**config.mk**
```make
export PLATFORM = sky130hd
export DESIGN_NAME = nice_gemm_dma
export DESIGN_NICKNAME = d
export VERILOG_FILES = /design/src/rtl/nice_gemm_dma.sv
export SDC_FILE = /design/constraint.sdc
export NUM_CORES = 2
export LEC_CHECK = 0
export BUFFER_PORTS_ARGS = -buffer_cell sky130_fd_sc_hd__clkbuf_2
export CORE_MARGIN = 2
export CORE_UTILIZATION = 55
export CTS_BUF_LIST = sky130_fd_sc_hd__clkbuf_16
export CTS_CLUSTER_SIZE = 30
export DETAILED_ROUTE_END_ITERATION = 10
export HOLD_SLACK_MARGIN = 0.08
export PLACE_DENSITY = 0.82
export SETUP_SLACK_MARGIN = 0.15
export SLEW_MARGIN = 20
export SYNTH_ARGS = -nofsm -noshare
export SYNTH_HDL_FRONTEND = slang
export SYNTH_SLANG_ARGS = --single-unit
export TNS_END_PERCENT = 20
```
**constraint.sdc**
```tcl
create_clock -name nice_clk -period 9.57 [get_ports nice_clk]
set_input_delay 0.957 -clock nice_clk [delete_from_list [all_inputs] [get_ports nice_clk]]
set_output_delay 0.957 -clock nice_clk [all_outputs]
set_load 0.01 [all_outputs]
```
**src/rtl/nice_gemm_dma.sv**
```systemverilog
// NICE GEMM operand DMA: round-robin ICB command issue over NCH read channels
// plus one result-write channel, with an in-order tag FIFO for responses.
module nice_gemm_dma #(
    parameter int NCH    = 4,
    parameter int MAX_OS = 2,
    parameter int LEN_W  = 16,
    parameter int BUF_AW = 9,
    localparam int CSW   = $clog2(NCH + 1)
) (
    input  logic              nice_clk,
    input  logic              nice_rst,
    input  logic              cfg_we,
    input  logic [CSW-1:0]    cfg_sel,
    input  logic [31:0]       cfg_base,
    input  logic [15:0]       cfg_stride,
    input  logic [LEN_W-1:0]  cfg_len,
    input  logic              start,
    output logic              busy,
    output logic              done,
    output logic              err,
    output logic              buf_wr_valid,
    output logic [CSW-1:0]    buf_wr_ch,
    output logic [BUF_AW-1:0] buf_wr_addr,
    output logic [31:0]       buf_wr_data,
    input  logic              res_valid,
    output logic              res_ready,
    input  logic [31:0]       res_data,
    output logic              nice_icb_cmd_valid,
    input  logic              nice_icb_cmd_ready,
    output logic [31:0]       nice_icb_cmd_addr,
    output logic              nice_icb_cmd_read,
    output logic [31:0]       nice_icb_cmd_wdata,
    output logic [1:0]        nice_icb_cmd_size,
    output logic              nice_mem_holdup,
    input  logic              nice_icb_rsp_valid,
    output logic              nice_icb_rsp_ready,
    input  logic [31:0]       nice_icb_rsp_rdata,
    input  logic              nice_icb_rsp_err
);

    localparam int NC = NCH + 1;
    localparam int PW = (MAX_OS > 1) ? $clog2(MAX_OS) : 1;
    localparam int CW = $clog2(MAX_OS + 1);

    localparam logic [1:0] S_IDLE  = 2'd0;
    localparam logic [1:0] S_RUN   = 2'd1;
    localparam logic [1:0] S_DRAIN = 2'd2;

    localparam logic [CSW-1:0] WCH = CSW'(NCH);

    logic [1:0]        state_q, state_d;
    logic [31:0]       base_q   [NC];
    logic [31:0]       base_d   [NC];
    logic [15:0]       stride_q [NC];
    logic [15:0]       stride_d [NC];
    logic [LEN_W-1:0]  len_q    [NC];
    logic [LEN_W-1:0]  len_d    [NC];
    logic [LEN_W-1:0]  rem_q    [NC];
    logic [LEN_W-1:0]  rem_d    [NC];
    logic [31:0]       addr_q   [NC];
    logic [31:0]       addr_d   [NC];
    logic [BUF_AW-1:0] idx_q    [NC];
    logic [BUF_AW-1:0] idx_d    [NC];

    logic              cmd_valid_q, cmd_valid_d;
    logic [31:0]       cmd_addr_q, cmd_addr_d;
    logic              cmd_read_q, cmd_read_d;
    logic [31:0]       cmd_wdata_q, cmd_wdata_d;
    logic [CSW-1:0]    cmd_ch_q, cmd_ch_d;
    logic [BUF_AW-1:0] cmd_idx_q, cmd_idx_d;

    logic [CSW-1:0]    tag_ch_q  [MAX_OS];
    logic [CSW-1:0]    tag_ch_d  [MAX_OS];
    logic [BUF_AW-1:0] tag_idx_q [MAX_OS];
    logic [BUF_AW-1:0] tag_idx_d [MAX_OS];
    logic [PW-1:0]     wp_q, wp_d;
    logic [PW-1:0]     rp_q, rp_d;
    logic [CW-1:0]     cnt_q, cnt_d;

    logic [CSW-1:0]    rr_q, rr_d;
    logic              err_q, err_d;

    logic [NC-1:0]     elig;
    logic              gnt_any;
    logic [CSW-1:0]    gnt_ch;
    logic              can_issue;
    logic              grant;
    logic              cmd_hs;
    logic              pop;
    logic              rsp_fail;
    logic              all_zero;
    logic              quiet;
    logic              finish;

    function automatic logic [PW-1:0] ptr_inc(input logic [PW-1:0] p);
        return (int'(p) == MAX_OS - 1) ? '0 : p + 1'b1;
    endfunction

    always_comb begin
        all_zero = 1'b1;
        for (int c = 0; c < NC; c++) begin
            elig[c] = (rem_q[c] != '0) && ((c != NCH) || res_valid);
            if (rem_q[c] != '0) all_zero = 1'b0;
        end
    end

    // Search starts one past the last grant so every channel gets a turn.
    always_comb begin
        int c;
        c       = 0;
        gnt_any = 1'b0;
        gnt_ch  = rr_q;
        for (int i = 1; i <= NC; i++) begin
            c = (int'(rr_q) + i) % NC;
            if (!gnt_any && elig[c]) begin
                gnt_any = 1'b1;
                gnt_ch  = CSW'(c);
            end
        end
    end

    assign cmd_hs   = cmd_valid_q && nice_icb_cmd_ready;
    assign pop      = nice_icb_rsp_valid && (cnt_q != '0);
    assign rsp_fail = pop && nice_icb_rsp_err;
    assign quiet    = !cmd_valid_q && (cnt_q == '0);
    assign finish   = ((state_q == S_RUN) && all_zero && quiet)
                   || ((state_q == S_DRAIN) && quiet);

    assign can_issue = (state_q == S_RUN) && !rsp_fail
                    && (!cmd_valid_q || nice_icb_cmd_ready)
                    && (int'(cnt_q) + int'(cmd_valid_q) < MAX_OS);
    assign grant     = can_issue && gnt_any;

    always_comb begin
        state_d     = state_q;
        base_d      = base_q;
        stride_d    = stride_q;
        len_d       = len_q;
        rem_d       = rem_q;
        addr_d      = addr_q;
        idx_d       = idx_q;
        cmd_valid_d = cmd_valid_q;
        cmd_addr_d  = cmd_addr_q;
        cmd_read_d  = cmd_read_q;
        cmd_wdata_d = cmd_wdata_q;
        cmd_ch_d    = cmd_ch_q;
        cmd_idx_d   = cmd_idx_q;
        tag_ch_d    = tag_ch_q;
        tag_idx_d   = tag_idx_q;
        wp_d        = wp_q;
        rp_d        = rp_q;
        cnt_d       = cnt_q;
        rr_d        = rr_q;
        err_d       = err_q;

        if (rsp_fail) err_d = 1'b1;

        case (state_q)
            S_IDLE: begin
                if (cfg_we && (cfg_sel <= WCH)) begin
                    base_d[cfg_sel]   = cfg_base;
                    stride_d[cfg_sel] = cfg_stride;
                    len_d[cfg_sel]    = cfg_len;
                end
                if (start) begin
                    state_d = S_RUN;
                    err_d   = 1'b0;
                    for (int c = 0; c < NC; c++) begin
                        rem_d[c]  = len_q[c];
                        addr_d[c] = base_q[c];
                        idx_d[c]  = '0;
                    end
                end
            end
            S_RUN: begin
                if (rsp_fail) state_d = S_DRAIN;
                else if (finish) state_d = S_IDLE;
            end
            S_DRAIN: begin
                if (finish) state_d = S_IDLE;
            end
            default: state_d = S_IDLE;
        endcase

        if (cmd_hs) cmd_valid_d = 1'b0;

        if (grant) begin
            cmd_valid_d    = 1'b1;
            cmd_addr_d     = addr_q[gnt_ch];
            cmd_read_d     = (gnt_ch != WCH);
            cmd_wdata_d    = (gnt_ch == WCH) ? res_data : 32'h0;
            cmd_ch_d       = gnt_ch;
            cmd_idx_d      = idx_q[gnt_ch];
            rem_d[gnt_ch]  = rem_q[gnt_ch] - 1'b1;
            addr_d[gnt_ch] = addr_q[gnt_ch] + {16'h0, stride_q[gnt_ch]};
            idx_d[gnt_ch]  = idx_q[gnt_ch] + 1'b1;
            rr_d           = gnt_ch;
        end

        if (cmd_hs) begin
            tag_ch_d[wp_q]  = cmd_ch_q;
            tag_idx_d[wp_q] = cmd_idx_q;
            wp_d            = ptr_inc(wp_q);
        end
        if (pop) rp_d = ptr_inc(rp_q);

        if (cmd_hs && !pop) cnt_d = cnt_q + 1'b1;
        else if (!cmd_hs && pop) cnt_d = cnt_q - 1'b1;
    end

    always_ff @(posedge nice_clk) begin
        if (nice_rst) begin
            state_q <= S_IDLE;
            for (int c = 0; c < NC; c++) begin
                base_q[c]   <= '0;
                stride_q[c] <= '0;
                len_q[c]    <= '0;
                rem_q[c]    <= '0;
                addr_q[c]   <= '0;
                idx_q[c]    <= '0;
            end
            cmd_valid_q <= 1'b0;
            cmd_addr_q  <= '0;
            cmd_read_q  <= 1'b0;
            cmd_wdata_q <= '0;
            cmd_ch_q    <= '0;
            cmd_idx_q   <= '0;
            for (int t = 0; t < MAX_OS; t++) begin
                tag_ch_q[t]  <= '0;
                tag_idx_q[t] <= '0;
            end
            wp_q  <= '0;
            rp_q  <= '0;
            cnt_q <= '0;
            rr_q  <= WCH;
            err_q <= 1'b0;
        end else begin
            state_q     <= state_d;
            base_q      <= base_d;
            stride_q    <= stride_d;
            len_q       <= len_d;
            rem_q       <= rem_d;
            addr_q      <= addr_d;
            idx_q       <= idx_d;
            cmd_valid_q <= cmd_valid_d;
            cmd_addr_q  <= cmd_addr_d;
            cmd_read_q  <= cmd_read_d;
            cmd_wdata_q <= cmd_wdata_d;
            cmd_ch_q    <= cmd_ch_d;
            cmd_idx_q   <= cmd_idx_d;
            tag_ch_q    <= tag_ch_d;
            tag_idx_q   <= tag_idx_d;
            wp_q        <= wp_d;
            rp_q        <= rp_d;
            cnt_q       <= cnt_d;
            rr_q        <= rr_d;
            err_q       <= err_d;
        end
    end

    // Outputs are forced quiet for the whole cycle reset is high.
    assign busy               = (state_q != S_IDLE) && !nice_rst;
    assign done               = finish && !nice_rst;
    assign err                = err_q && !nice_rst;
    assign nice_mem_holdup    = busy;
    assign res_ready          = grant && (gnt_ch == WCH) && !nice_rst;
    assign nice_icb_cmd_valid = cmd_valid_q && !nice_rst;
    assign nice_icb_cmd_addr  = cmd_addr_q;
    assign nice_icb_cmd_read  = cmd_read_q;
    assign nice_icb_cmd_wdata = cmd_wdata_q;
    assign nice_icb_cmd_size  = 2'b10;
    assign nice_icb_rsp_ready = 1'b1;
    assign buf_wr_valid       = pop && (tag_ch_q[rp_q] != WCH) && !nice_rst;
    assign buf_wr_ch          = tag_ch_q[rp_q];
    assign buf_wr_addr        = tag_idx_q[rp_q];
    assign buf_wr_data        = nice_icb_rsp_rdata;

endmodule

```
==> impl.org <==
** Outcome
- Outcome :: finished, final reports clean

** Layout
- Compared with the post-synthesis result, the final layout area differs by 11.0%.
- Net total in the final layout :: 4609
- Of the cells placed in the final design, the portion with a size suffix greater than 1 is 0.125.
- For this run, the share of the core covered by cells in the final layout is 0.621.
- Post-route design area :: 0.0376 mm2

** Routing
- Total wire length :: 113000 um
- Overall via count from detail_route :: 33400
- For this run, design rule violations remaining after detail routing come to 0.
- Via density :: 6.34
- For this block, the initial DRC count from the detailed router was 4971.
- Average wire per standard cell :: 21.4 um
- Detailed-routing iteration count for the pre-antenna-repair pass :: 6
- Antenna-violating nets left :: 0

** Die
- Total core area :: 0.0606 mm2
- The initialized floorplan defines 90 standard-cell rows.
- Die width :: 252 um
- For this design the top-level I/O count stands at 258.
- Initial core utilization :: 0.559
- From bottom edge to top edge, the die measures 252 um.
- The die covers 0.0636 mm2.

** Critical path
- The number of cells on the worst reg-to-reg path is 38.
- Worst reg2reg path startpoint :: cmd_ch_q[1]
- Worst setup SP type :: register
- In this run the critical register-to-register path is captured at addr_q[61].
- Critical path start-end classification :: reg2reg
- Required arrival time at the worst endpoint :: 10.05 ns
- The critical path contains buffers and inverters numbering 3 combined.
- Cell type with the highest occurrence count on the critical path :: o21ai_0
- Across all register-to-register paths, the minimum setup slack is 0.50 ns.
- The largest individual stage delay along the critical path comes from the cell mux4_2.
- For the worst setup path, the data arrival time is 9.55 ns.
- The kind of cell with the highest combined delay along the critical path is compound AO/OA/AOI/OAI gates.
- Critical path peak fanout :: 10
- Slowest cell delay on critical path :: 0.44 ns
- Capturing element type of the critical path :: register

** Synthesis
- Syn. warnings :: 0
- In the synthesized netlist the dominant register cell turns out to be dfxtp_1.
- After synthesis, the share of flip-flops with an asynchronous set or reset is 0.
- Per-instance average area after synthesis :: 7.61 um2
- Simple-gate share of the synthesized area :: 0.244
- After synthesis the cells add up to 0.0339 mm2.
- Counting flops and latches in the post-synthesis netlist gives 715.
- Adder and majority gate portion of the synthesized area :: 0.0172
- In this run, synthesis inferred 0 flip-flops with an integrated enable.
- By area, the combinational part of the netlist is dominated by simple AND/OR/NAND/NOR gates.
- After synthesis, the netlist uses 111 different library cells.
- Synthesized-area fraction occupied by xor and xnor cells :: 0.0157
- In the synthesized netlist, the number of instances is 4451.
- For this run, the register share of the synthesized area comes to 0.422.
- Measured against the total synthesized area, the mux share comes to 0.0399.
- Share of the synthesized area in compound gates (AO/OA/AOI/OAI) :: 0.207

** Global route
- Across every metal layer, demand over resource in global routing totals 0.342.
- GR Overflow Total :: 0
- Antenna violations before repair :: 6
- Via count of the first global-routing pass :: 31000
- First-pass GRT wire length :: 173000 um
- Entering global routing, the biggest net connects 221 pins.

** Min path
- In this run the most critical hold path is launched from nice_icb_cmd_wdata[7].
- For hold timing, the worst endpoint is nice_icb_cmd_wdata[7].
- Worst hold path depth :: 2
- Type of the most critical hold path :: reg2reg

** STA
- Unrepaired setup endpoints after global routing :: true
- Derived from the worst setup path, the maximum achievable clock frequency is 110 MHz.
- Slew of the pin with the lowest slew margin :: 1.19 ns
- Final setup violation count :: 0
- Number of hold-slack violations in the final timing report :: 0
- The max-slew violation count came to 0.
- The routed design could run at a clock period as short as 9.07 ns.
- Largest clock skew in the final design :: 0.0436 ns
- Tcrit/Tclk final :: 0.947
- Remaining max-slew budget at the tightest pin :: 0.209

** Clock network
- The longest clock path from root to sink contains 3 buffers.
- TritonCTS built the clock tree.
- CTS root buf :: clkbuf_16
- The H-tree was split into 3 levels.
- Number of clock sinks seen by CTS :: 715
- Clock slew seen by the registers of the worst setup and hold paths :: 0.06 ns
- The number of clock buffers added by TritonCTS is 75.
- Worst skew pair latency :: 0.65 ns

** Place
- Input and output buffers added on the ports amount to 190.
- At the end of routability-driven placement, the weighted congestion stood at 0.964.
- HPWL reported at the end of detailed placement :: 65500 um
- Placed cell area :: 0.0349 mm2

** Run
- Max-Cap Viols :: 0
-- tightest hold or removal path, delay by kind of cell (launching register included) --
family	cells	cell delay (ns)
flip-flops	1	0.31
AND/OR/NAND/NOR	1	0.05
AO/OA/AOI/OAI	1	0.05
-- flip-flops by register name, summed over array words and instances (netlist names), 2 cells and up --
name and count:
addr_q 160, base_q 160, len_q 80, rem_q 80, stride_q 80, idx_q 45, nice_icb_cmd_addr 32, nice_icb_cmd_wdata 32
tag_idx_q 18, cmd_idx_q 9, tag_ch_q 6, cmd_ch_q 3, cnt_q 2, state_q 2
-- through the flow --
stage / TNS [ns] / instances / hold slack, ns / setup slack (ns)
floorplan: 0 / 4452 / 0.432 / 0.243
global placement: 0 / 5112 / 0.438 / 0.127
detailed placement: -1.42 / 5112 / 0.443 / -0.200
CTS: 0 / 5250 / 0.451 / 0.166
global route: 0 / 5267 / 0.466 / 0.0531
finish: 0 / 5270 / 0.449 / 0.504
-- worst max path at each step --
stage                startpoint           to  cells past startpoint
floorplan           cmd_ch_q[0]  addr_q[158]                     45
finish              cmd_ch_q[1]   addr_q[61]                     38
global placement    cmd_ch_q[1]  addr_q[152]                     39
detailed placement  cmd_ch_q[1]  addr_q[152]                     39
CTS                 cmd_ch_q[1]   addr_q[28]                     38
global route        cmd_ch_q[1]   addr_q[29]                     38
-- final cells by class --
| type | instances | area (um2) |
|---|---|---|
| repair buffers | 280 | 1670 |
| clock inverters | 59 | 507 |
| fillers | 5194 | 23000 |
| diodes | 5 | 12.5 |
| clock buffers | 77 | 1930 |
| well taps | 782 | 978 |
| multi-input cells | 3307 | 18000 |
| flip-flops and latches | 715 | 14300 |
| inverters | 45 | 170 |
-- cell usage after synthesis (all sizes together) (6+ instances only) --
cell type | instances | share of area
a211oi | 120 | 0.027
a21o | 10 | 0.0022
a21oi | 620 | 0.092
a222oi | 9 | 0.0027
a22oi | 19 | 0.0042
a311oi | 52 | 0.013
a31o | 41 | 0.011
a31oi | 24 | 0.0044
a32o | 7 | 0.0021
and2 | 7 | 0.0013
and3 | 79 | 0.015
and4 | 6 | 0.0016
buf | 81 | 0.015
clkbuf | 304 | 0.034
dfxtp | 715 | 0.42
ha | 45 | 0.017
inv | 43 | 0.0048
mux2 | 36 | 0.012
mux2i | 65 | 0.019
mux4 | 13 | 0.0086
nand2 | 1338 | 0.15
nand2b | 9 | 0.0017
nand3 | 114 | 0.017
nand4 | 11 | 0.0022
nor2 | 260 | 0.029
nor2b | 10 | 0.0018
nor3 | 47 | 0.0071
nor4 | 38 | 0.0079
o211ai | 17 | 0.0042
o21a | 14 | 0.0031
o21ai | 85 | 0.013
o221ai | 17 | 0.0046
o2bb2ai | 15 | 0.0044
o31ai | 6 | 0.0013
or2 | 10 | 0.0018
or3 | 18 | 0.0035
xnor2 | 39 | 0.011
xor2 | 20 | 0.0052
-- cell families after synthesis --
logic type                 Yosys count
muxes                              114
other                                2
DFF                                715
adders and majority gates           46
and+or+nand+nor                   1970
xor gates and xnor gates            59
AOI/OAI and AO/OA                 1115
buffers and inverters              430
-- what timing repair did --
action | in CTS | in global routing
pin swaps | 1 | 7
hold buffers | 0 | 0
endpoints found under the setup margin | 55 | 86
setup buffers | 2 | 15
gates resized for setup | 5 | 20
-- cell usage in the layout (no fill, tap or decap), types with 10 or more instances in the layout --
master     instances
a211oi_1         117
a21o_1            10
a21oi_1          617
a22oi_1           19
a311oi_1          52
a31o_2            40
a31oi_1           24
and3_1            77
buf_4             85
clkbuf_16         77
clkbuf_2         189
clkinv_1          17
clkinv_2          13
dfxtp_1          714
ha_1              44
inv_1             54
mux2_2            29
mux2i_1           64
mux4_2            13
nand2_1         1330
nand3_1          111
nand4_1           10
nor2_1           252
nor2b_1           10
nor3_1            41
nor4_1            34
o211ai_1          16
o21a_1            13
o21ai_0           70
o21ai_1           13
o221ai_1          16
o2bb2ai_1         13
or3_1             16
xnor2_1           36
xor2_1            18
-- routing by layer --
layer / vias to the layer above / track usage / share of wire
met5: - / 0 / 0.00023
met4: 4 / 0.190 / 0.057
met3: 458 / 0.0754 / 0.12
met2: 2065 / 0.533 / 0.44
met1: 15600 / 0.439 / 0.38
li1: 15300 / - / -
Power is left out: the tool's default activity adds up to more than one toggle a clock period on the data nets, which glitch-free logic cannot reach.
